[config.mk]
export PLATFORM = sky130hd
export DESIGN_NAME = imm_gen_pipe
export DESIGN_NICKNAME = d
export VERILOG_FILES = /design/src/rtl/imm_gen_pipe.sv
export SDC_FILE = /design/constraint.sdc
export NUM_CORES = 1
export LEC_CHECK = 0
export CAP_MARGIN = 0
export CORE_MARGIN = 2
export CORE_UTILIZATION = 25
export DETAILED_ROUTE_END_ITERATION = 10
export PLACE_DENSITY = 0.48
export SETUP_SLACK_MARGIN = 0.05
export SYNTH_ARGS = -nofsm -noshare
export SYNTH_HDL_FRONTEND = slang
export SYNTH_SLANG_ARGS = --single-unit
[constraint.sdc]
create_clock -name clk -period 4 [get_ports clk]
set_input_delay 0.8 -clock clk [delete_from_list [all_inputs] [get_ports clk]]
set_output_delay 0.8 -clock clk [all_outputs]
set_load 0.02 [all_outputs]
[src/rtl/imm_gen_pipe.sv]
// Pipelined immediate generator with a main/skid output buffer and valid/ready on both sides.
// Optional 16-bit compressed decode is enabled by defining IMM_GEN_RVC_EN.
module imm_gen_pipe #(
  parameter int unsigned XLEN        = 32,
  parameter int unsigned TAG_W       = 32,
  parameter bit          SYS_CSR_IMM = 1'b1
) (
  input  logic             clk,
  input  logic             rst,
  input  logic             flush,
  input  logic             in_valid,
  output logic             in_ready,
  input  logic [31:0]      in_instr,
  input  logic [TAG_W-1:0] in_tag,
  output logic             out_valid,
  input  logic             out_ready,
  output logic [XLEN-1:0]  out_imm,
  output logic [6:0]       out_fmt,
  output logic             out_illegal,
  output logic [TAG_W-1:0] out_tag
);

  localparam int unsigned FMT_W = 7;

  localparam logic [6:0] OPC_OP       = 7'b0110011;
  localparam logic [6:0] OPC_OP_IMM   = 7'b0010011;
  localparam logic [6:0] OPC_LOAD     = 7'b0000011;
  localparam logic [6:0] OPC_JALR     = 7'b1100111;
  localparam logic [6:0] OPC_STORE    = 7'b0100011;
  localparam logic [6:0] OPC_BRANCH   = 7'b1100011;
  localparam logic [6:0] OPC_JAL      = 7'b1101111;
  localparam logic [6:0] OPC_LUI      = 7'b0110111;
  localparam logic [6:0] OPC_AUIPC    = 7'b0010111;
  localparam logic [6:0] OPC_FENCE    = 7'b0001111;
  localparam logic [6:0] OPC_SYSTEM   = 7'b1110011;
  localparam logic [6:0] OPC_OP_IMM32 = 7'b0011011;
  localparam logic [6:0] OPC_OP32     = 7'b0111011;

  localparam logic [FMT_W-1:0] FMT_R   = 7'b0000001;
  localparam logic [FMT_W-1:0] FMT_I   = 7'b0000010;
  localparam logic [FMT_W-1:0] FMT_S   = 7'b0000100;
  localparam logic [FMT_W-1:0] FMT_B   = 7'b0001000;
  localparam logic [FMT_W-1:0] FMT_J   = 7'b0010000;
  localparam logic [FMT_W-1:0] FMT_U   = 7'b0100000;
  localparam logic [FMT_W-1:0] FMT_SYS = 7'b1000000;

  typedef struct packed {
    logic [XLEN-1:0]  imm;
    logic [FMT_W-1:0] fmt;
    logic             illegal;
    logic [TAG_W-1:0] tag;
  } entry_t;

  logic [XLEN-1:0]  dec_imm_c;
  logic [FMT_W-1:0] dec_fmt_c;
  logic             dec_ill_c;
  entry_t           new_c;

  entry_t main_q, main_d, skid_q, skid_d;
  logic   main_valid_q, main_valid_d;
  logic   skid_valid_q, skid_valid_d;
  logic   in_ready_q, in_ready_d;
  logic   accept_c, deliver_c;

  // Immediate extraction from the incoming word.
  always_comb begin : decode
    dec_imm_c = '0;
    dec_fmt_c = '0;
    dec_ill_c = 1'b0;
    if (in_instr[1:0] == 2'b11) begin
      case (in_instr[6:0])
        OPC_OP: dec_fmt_c = FMT_R;
        OPC_OP_IMM, OPC_LOAD, OPC_JALR: begin
          dec_imm_c = XLEN'($signed(in_instr[31:20]));
          dec_fmt_c = FMT_I;
        end
        OPC_STORE: begin
          dec_imm_c = XLEN'($signed({in_instr[31:25], in_instr[11:7]}));
          dec_fmt_c = FMT_S;
        end
        OPC_BRANCH: begin
          dec_imm_c = XLEN'($signed({in_instr[31], in_instr[7], in_instr[30:25],
                                     in_instr[11:8], 1'b0}));
          dec_fmt_c = FMT_B;
        end
        OPC_JAL: begin
          dec_imm_c = XLEN'($signed({in_instr[31], in_instr[19:12], in_instr[20],
                                     in_instr[30:21], 1'b0}));
          dec_fmt_c = FMT_J;
        end
        OPC_LUI, OPC_AUIPC: begin
          dec_imm_c = XLEN'($signed({in_instr[31:12], 12'b0}));
          dec_fmt_c = FMT_U;
        end
        OPC_FENCE: dec_fmt_c = '0;
        OPC_SYSTEM: begin
          if (SYS_CSR_IMM) dec_imm_c = XLEN'(in_instr[31:20]);
          dec_fmt_c = FMT_SYS;
        end
        OPC_OP_IMM32: begin
          if (XLEN == 64) begin
            dec_imm_c = XLEN'($signed(in_instr[31:20]));
            dec_fmt_c = FMT_I;
          end else begin
            dec_ill_c = 1'b1;
          end
        end
        OPC_OP32: begin
          if (XLEN == 64) dec_fmt_c = FMT_R;
          else            dec_ill_c = 1'b1;
        end
        default: dec_ill_c = 1'b1;
      endcase
    end else begin
`ifdef IMM_GEN_RVC_EN
      // Compressed word: quadrant plus funct3 selects the encoding.
      case ({in_instr[1:0], in_instr[15:13]})
        5'b01_000, 5'b01_010: begin
          dec_imm_c = XLEN'($signed({in_instr[12], in_instr[6:2]}));
          dec_fmt_c = FMT_I;
        end
        5'b01_011: begin
          if (in_instr[11:7] == 5'd2) begin
            dec_ill_c = 1'b1;
          end else begin
            dec_imm_c = XLEN'($signed({in_instr[12], in_instr[6:2], 12'b0}));
            dec_fmt_c = FMT_U;
          end
        end
        5'b01_101: begin
          dec_imm_c = XLEN'($signed({in_instr[12], in_instr[8], in_instr[10:9], in_instr[6],
                                     in_instr[7], in_instr[2], in_instr[11], in_instr[5:3],
                                     1'b0}));
          dec_fmt_c = FMT_J;
        end
        5'b01_110, 5'b01_111: begin
          dec_imm_c = XLEN'($signed({in_instr[12], in_instr[6:5], in_instr[2],
                                     in_instr[11:10], in_instr[4:3], 1'b0}));
          dec_fmt_c = FMT_B;
        end
        5'b00_010: begin
          dec_imm_c = XLEN'({in_instr[5], in_instr[12:10], in_instr[6], 2'b00});
          dec_fmt_c = FMT_I;
        end
        5'b00_110: begin
          dec_imm_c = XLEN'({in_instr[5], in_instr[12:10], in_instr[6], 2'b00});
          dec_fmt_c = FMT_S;
        end
        default: dec_ill_c = 1'b1;
      endcase
`else
      dec_ill_c = 1'b1;
`endif
    end
  end

  always_comb begin : pack_entry
    new_c.imm     = dec_imm_c;
    new_c.fmt     = dec_fmt_c;
    new_c.illegal = dec_ill_c;
    new_c.tag     = in_tag;
  end

  assign accept_c  = in_valid && in_ready_q && !flush;
  assign deliver_c = main_valid_q && out_ready;

  // Main/skid buffer update; skid is only ever full while main is full.
  always_comb begin : next_state
    main_d       = main_q;
    main_valid_d = main_valid_q;
    skid_d       = skid_q;
    skid_valid_d = skid_valid_q;
    if (flush) begin
      main_valid_d = 1'b0;
      skid_valid_d = 1'b0;
    end else if (!main_valid_q || deliver_c) begin
      if (skid_valid_q) begin
        main_d       = skid_q;
        main_valid_d = 1'b1;
        skid_valid_d = accept_c;
        if (accept_c) skid_d = new_c;
      end else begin
        main_valid_d = accept_c;
        if (accept_c) main_d = new_c;
      end
    end else if (accept_c) begin
      skid_d       = new_c;
      skid_valid_d = 1'b1;
    end
    in_ready_d = !skid_valid_d;
  end

  always_ff @(posedge clk) begin : regs
    if (rst) begin
      main_q       <= '0;
      skid_q       <= '0;
      main_valid_q <= 1'b0;
      skid_valid_q <= 1'b0;
      in_ready_q   <= 1'b1;
    end else begin
      main_q       <= main_d;
      skid_q       <= skid_d;
      main_valid_q <= main_valid_d;
      skid_valid_q <= skid_valid_d;
      in_ready_q   <= in_ready_d;
    end
  end

  // Held low while rst is asserted so nothing is offered during reset.
  assign in_ready    = in_ready_q && !rst;
  assign out_valid   = main_valid_q;
  assign out_imm     = main_q.imm;
  assign out_fmt     = main_q.fmt;
  assign out_illegal = main_q.illegal;
  assign out_tag     = main_q.tag;

endmodule

==> flow_summary_export.csv <==
group,metric,value,unit
status,outcome,"completed",
detailed_routing,drc,0,
global_route,antenna_found_initial,0,
sta,drv_slew,0,
detailed_routing,vias,5619,
clocking,cts_max_path_buffers,2,
floorplanning,core_region_area,25100,sq um
sta,worst_slack,1.31,ns
setup_path,path_delay_family,"simple AND/OR/NAND/NOR gates",
placement,dp_slack,0.913,ns
sta,hold_viol,0,
sta,clock-skew-final,0.00818,ns
synth,netlist-cell-type-count,53,
layout,drive_above_1_share,0.0914,
setup_path,start_kind,"input port",
synth,synth-edff-count,0,
global_route,grt_pass1_wl,30800,um
placement,portBuffers,142,
setup_path,arrival,2.99,ns
clocking,cts.sinks,147,
synth,synthCells,717,
setup_path,cp-end-kind,"register",
layout,finalInstanceArea,8590,sq um
synth,synth_seq_cells,147,
floorplanning,die_area,26800,sq um
setup_path,slowest_delay,0.65,ns
synth,synth-main-ff-cell,"dfxtp_1",
setup_path,cp_cell_sequence,"clkdlybuf4s50_1 -> nand2b_1 -> nor3_4 -> o21bai_4 -> nand2_1 -> a2111oi_1",
clocking,cts_hold_buffers,0,
pwr,p_leak,2.76,nW
detailed_routing,first_pass_iters,4,
global_route,grt_max_degree,137,
clocking,h-tree-depth,4,
floorplanning,die_w,164,um
clocking,path_clk_slew,0.06,ns
sta,min_period_over_period,0.673,
setup_path,crit_buf_inv,1,
floorplanning,start_util,0.254,
setup_path,cp_max_fo,14,
worst_hold_path,hp-class,"reg -> reg",
clocking,post_cts_resized,0,
floorplanning,row_count,58,
synth,syn-cell-area,6370,sq um
clocking,numCtsBuffers,17,
sta,rsz0062_at_grt,"no",
layout,nets,899,
sta,finalSetupViolCount,0,
sta,hold_slack,0.453,ns
sta,max_clock_freq,0.371,GHz
placement,dp_hpwl,12500,um
layout,diodes,0,
floorplanning,dieHeight,164,um
setup_path,critPathSlowestCell,"clkdlybuf4s50_1",
setup_path,worstSetupPathType,"in -> reg",
synth,ys_seq_area_frac,0.462,
sta,relSlewSlack,0.458,
layout,area_growth,34.9,%
synth,yosysWarnings,0,
clocking,cts_tree,"yes",
floorplanning,io_pins,143,
global_route,grt_pass1_vias,5408,
flow_run,cap_violations,0,
pwr,power_density,410,nW/um^2
global_route,gr-total-overflow,0,
synth,synth_nets,786,
placement,gp_congestion,0.740,
sta,fin_tns_setup,0,ns
setup_path,cp.required,4.30,ns
clocking,worstSkewPairLatency,0.42,ns
detailed_routing,ant_nets,0,
synth,async_flop_share,0,
placement,place_area,8040,sq um
detailed_routing,routedWlPerCell,16.6,um
clocking,cts_root_buf,"clkbuf_16",
pwr,vdd_drop_max,242,uV
synth,syn_avg_cell_area,8.88,sq um
sta,min_period,2.69,ns
detailed_routing,detail_route.vias_per_cell,4.79,
layout,nFillCells,2622,
global_route,grt_usage,0.147,
detailed_routing,drt_wl_total,19500,um
detailed_routing,drtIter0Drc,386,
clocking,cts_setup_buffers,0,
sta,tightest_slew,0.811,ns
-- power breakdown --
group	leakage [nW]	switching [mW]	internal, mW
clock network	0.268	0.627	0.899
registers	1.20	0.0327	1.52
logic	1.30	0.241	0.206
total	2.76	0.901	2.62
-- cells in the final DEF (no fill, tap or decap), drive strengths merged, types with 2 or more instances in the layout --
master,count
a2111oi,21
a211o,4
a211oi,56
a21oi,61
a221oi,10
a22o,6
a31oi,2
and2,2
and4,2
buf,15
clkbuf,22
clkdlybuf4s50,141
clkinv,5
clkinvlp,3
dfxtp,147
inv,5
mux2i,33
nand2,95
nand2b,3
nand3,4
nand4,2
nor2,112
nor2b,4
nor3,17
nor3b,25
nor4,9
o211ai,2
o21ai,17
o311ai,3
o41ai,2
-- cell families after synthesis --
group / synth area share
mux: 0.0519
buf+inv: 0.0503
flops: 0.462
compound gates: 0.226
simple gates: 0.209
-- sequential cells by signal, indices dropped and copies added (netlist names) --
signal / cells
skid_q: 72
out_fmt: 7
out_valid: 1
skid_valid_q: 1
out_imm: 32
out_illegal: 1
out_tag: 32
in_ready_q: 1
-- stage by stage --
stage	power [mW]	cells	utilization
after global placement	2.03	1141	0.320
after floorplan	1.81	717	-
final	3.52	1172	0.342
after detailed placement	2.03	1141	0.320
after CTS	3.58	1172	0.342
after global routing	3.67	1172	0.342
-- final timing paths --
| path | startpoint | endpoint | slack [ns] | cells past startpoint |
|---|---|---|---|---|
| worst min-delay path | skid_q[20] | skid_q[20] | 0.45 | 2 |
| worst max-delay path | in_instr[6] | out_imm[13] | 1.31 | 6 |
| worst max register to register | skid_valid_q | out_imm[5] | 1.63 | 4 |
| worst min register to register | skid_q[20] | skid_q[20] | 0.45 | 2 |
-- area by class of cell --
| cell class | instances | area, sq um | share of cell area |
|---|---|---|---|
| multi-input cells | 503 | 3120 | 0.363 |
| clock buffers | 22 | 474 | 0.0552 |
| clock inverters | 9 | 81.3 | 0.00947 |
| inverters | 5 | 18.8 | 0.00218 |
| repair buffers | 156 | 1540 | 0.179 |
| well taps | 330 | 413 | 0.0481 |
| flip-flops and latches | 147 | 2950 | 0.343 |
-- tightest hold or removal path, cell delays in order, from the launching register on --
cell     delay [ns]
dfxtp_1        0.31
nand2_1        0.05
a21oi_1        0.05
-- metal layers --
layer,part of all wire,wire length (um),global-route usage,vias to the layer above
met4,0.0089,173,0.0359,0
met2,0.44,8530,0.222,126
li1,-,-,-,2800
met3,0.052,1010,0.0376,13
met5,0,0,0,-
met1,0.50,9780,0.207,2680
-- Yosys cell counts, drive strengths merged (17+ instances only) --
cell	number	share of area
mux2i	33	0.052
a21oi	61	0.049
clkbuf	28	0.017
nor3	17	0.021
buf	34	0.031
dfxtp	147	0.46
nor3b	25	0.029
a211oi	56	0.068
nand2	95	0.057
a2111oi	21	0.042
o21ai	17	0.013
nor2	112	0.066
Power figures use the tool's default switching activity.
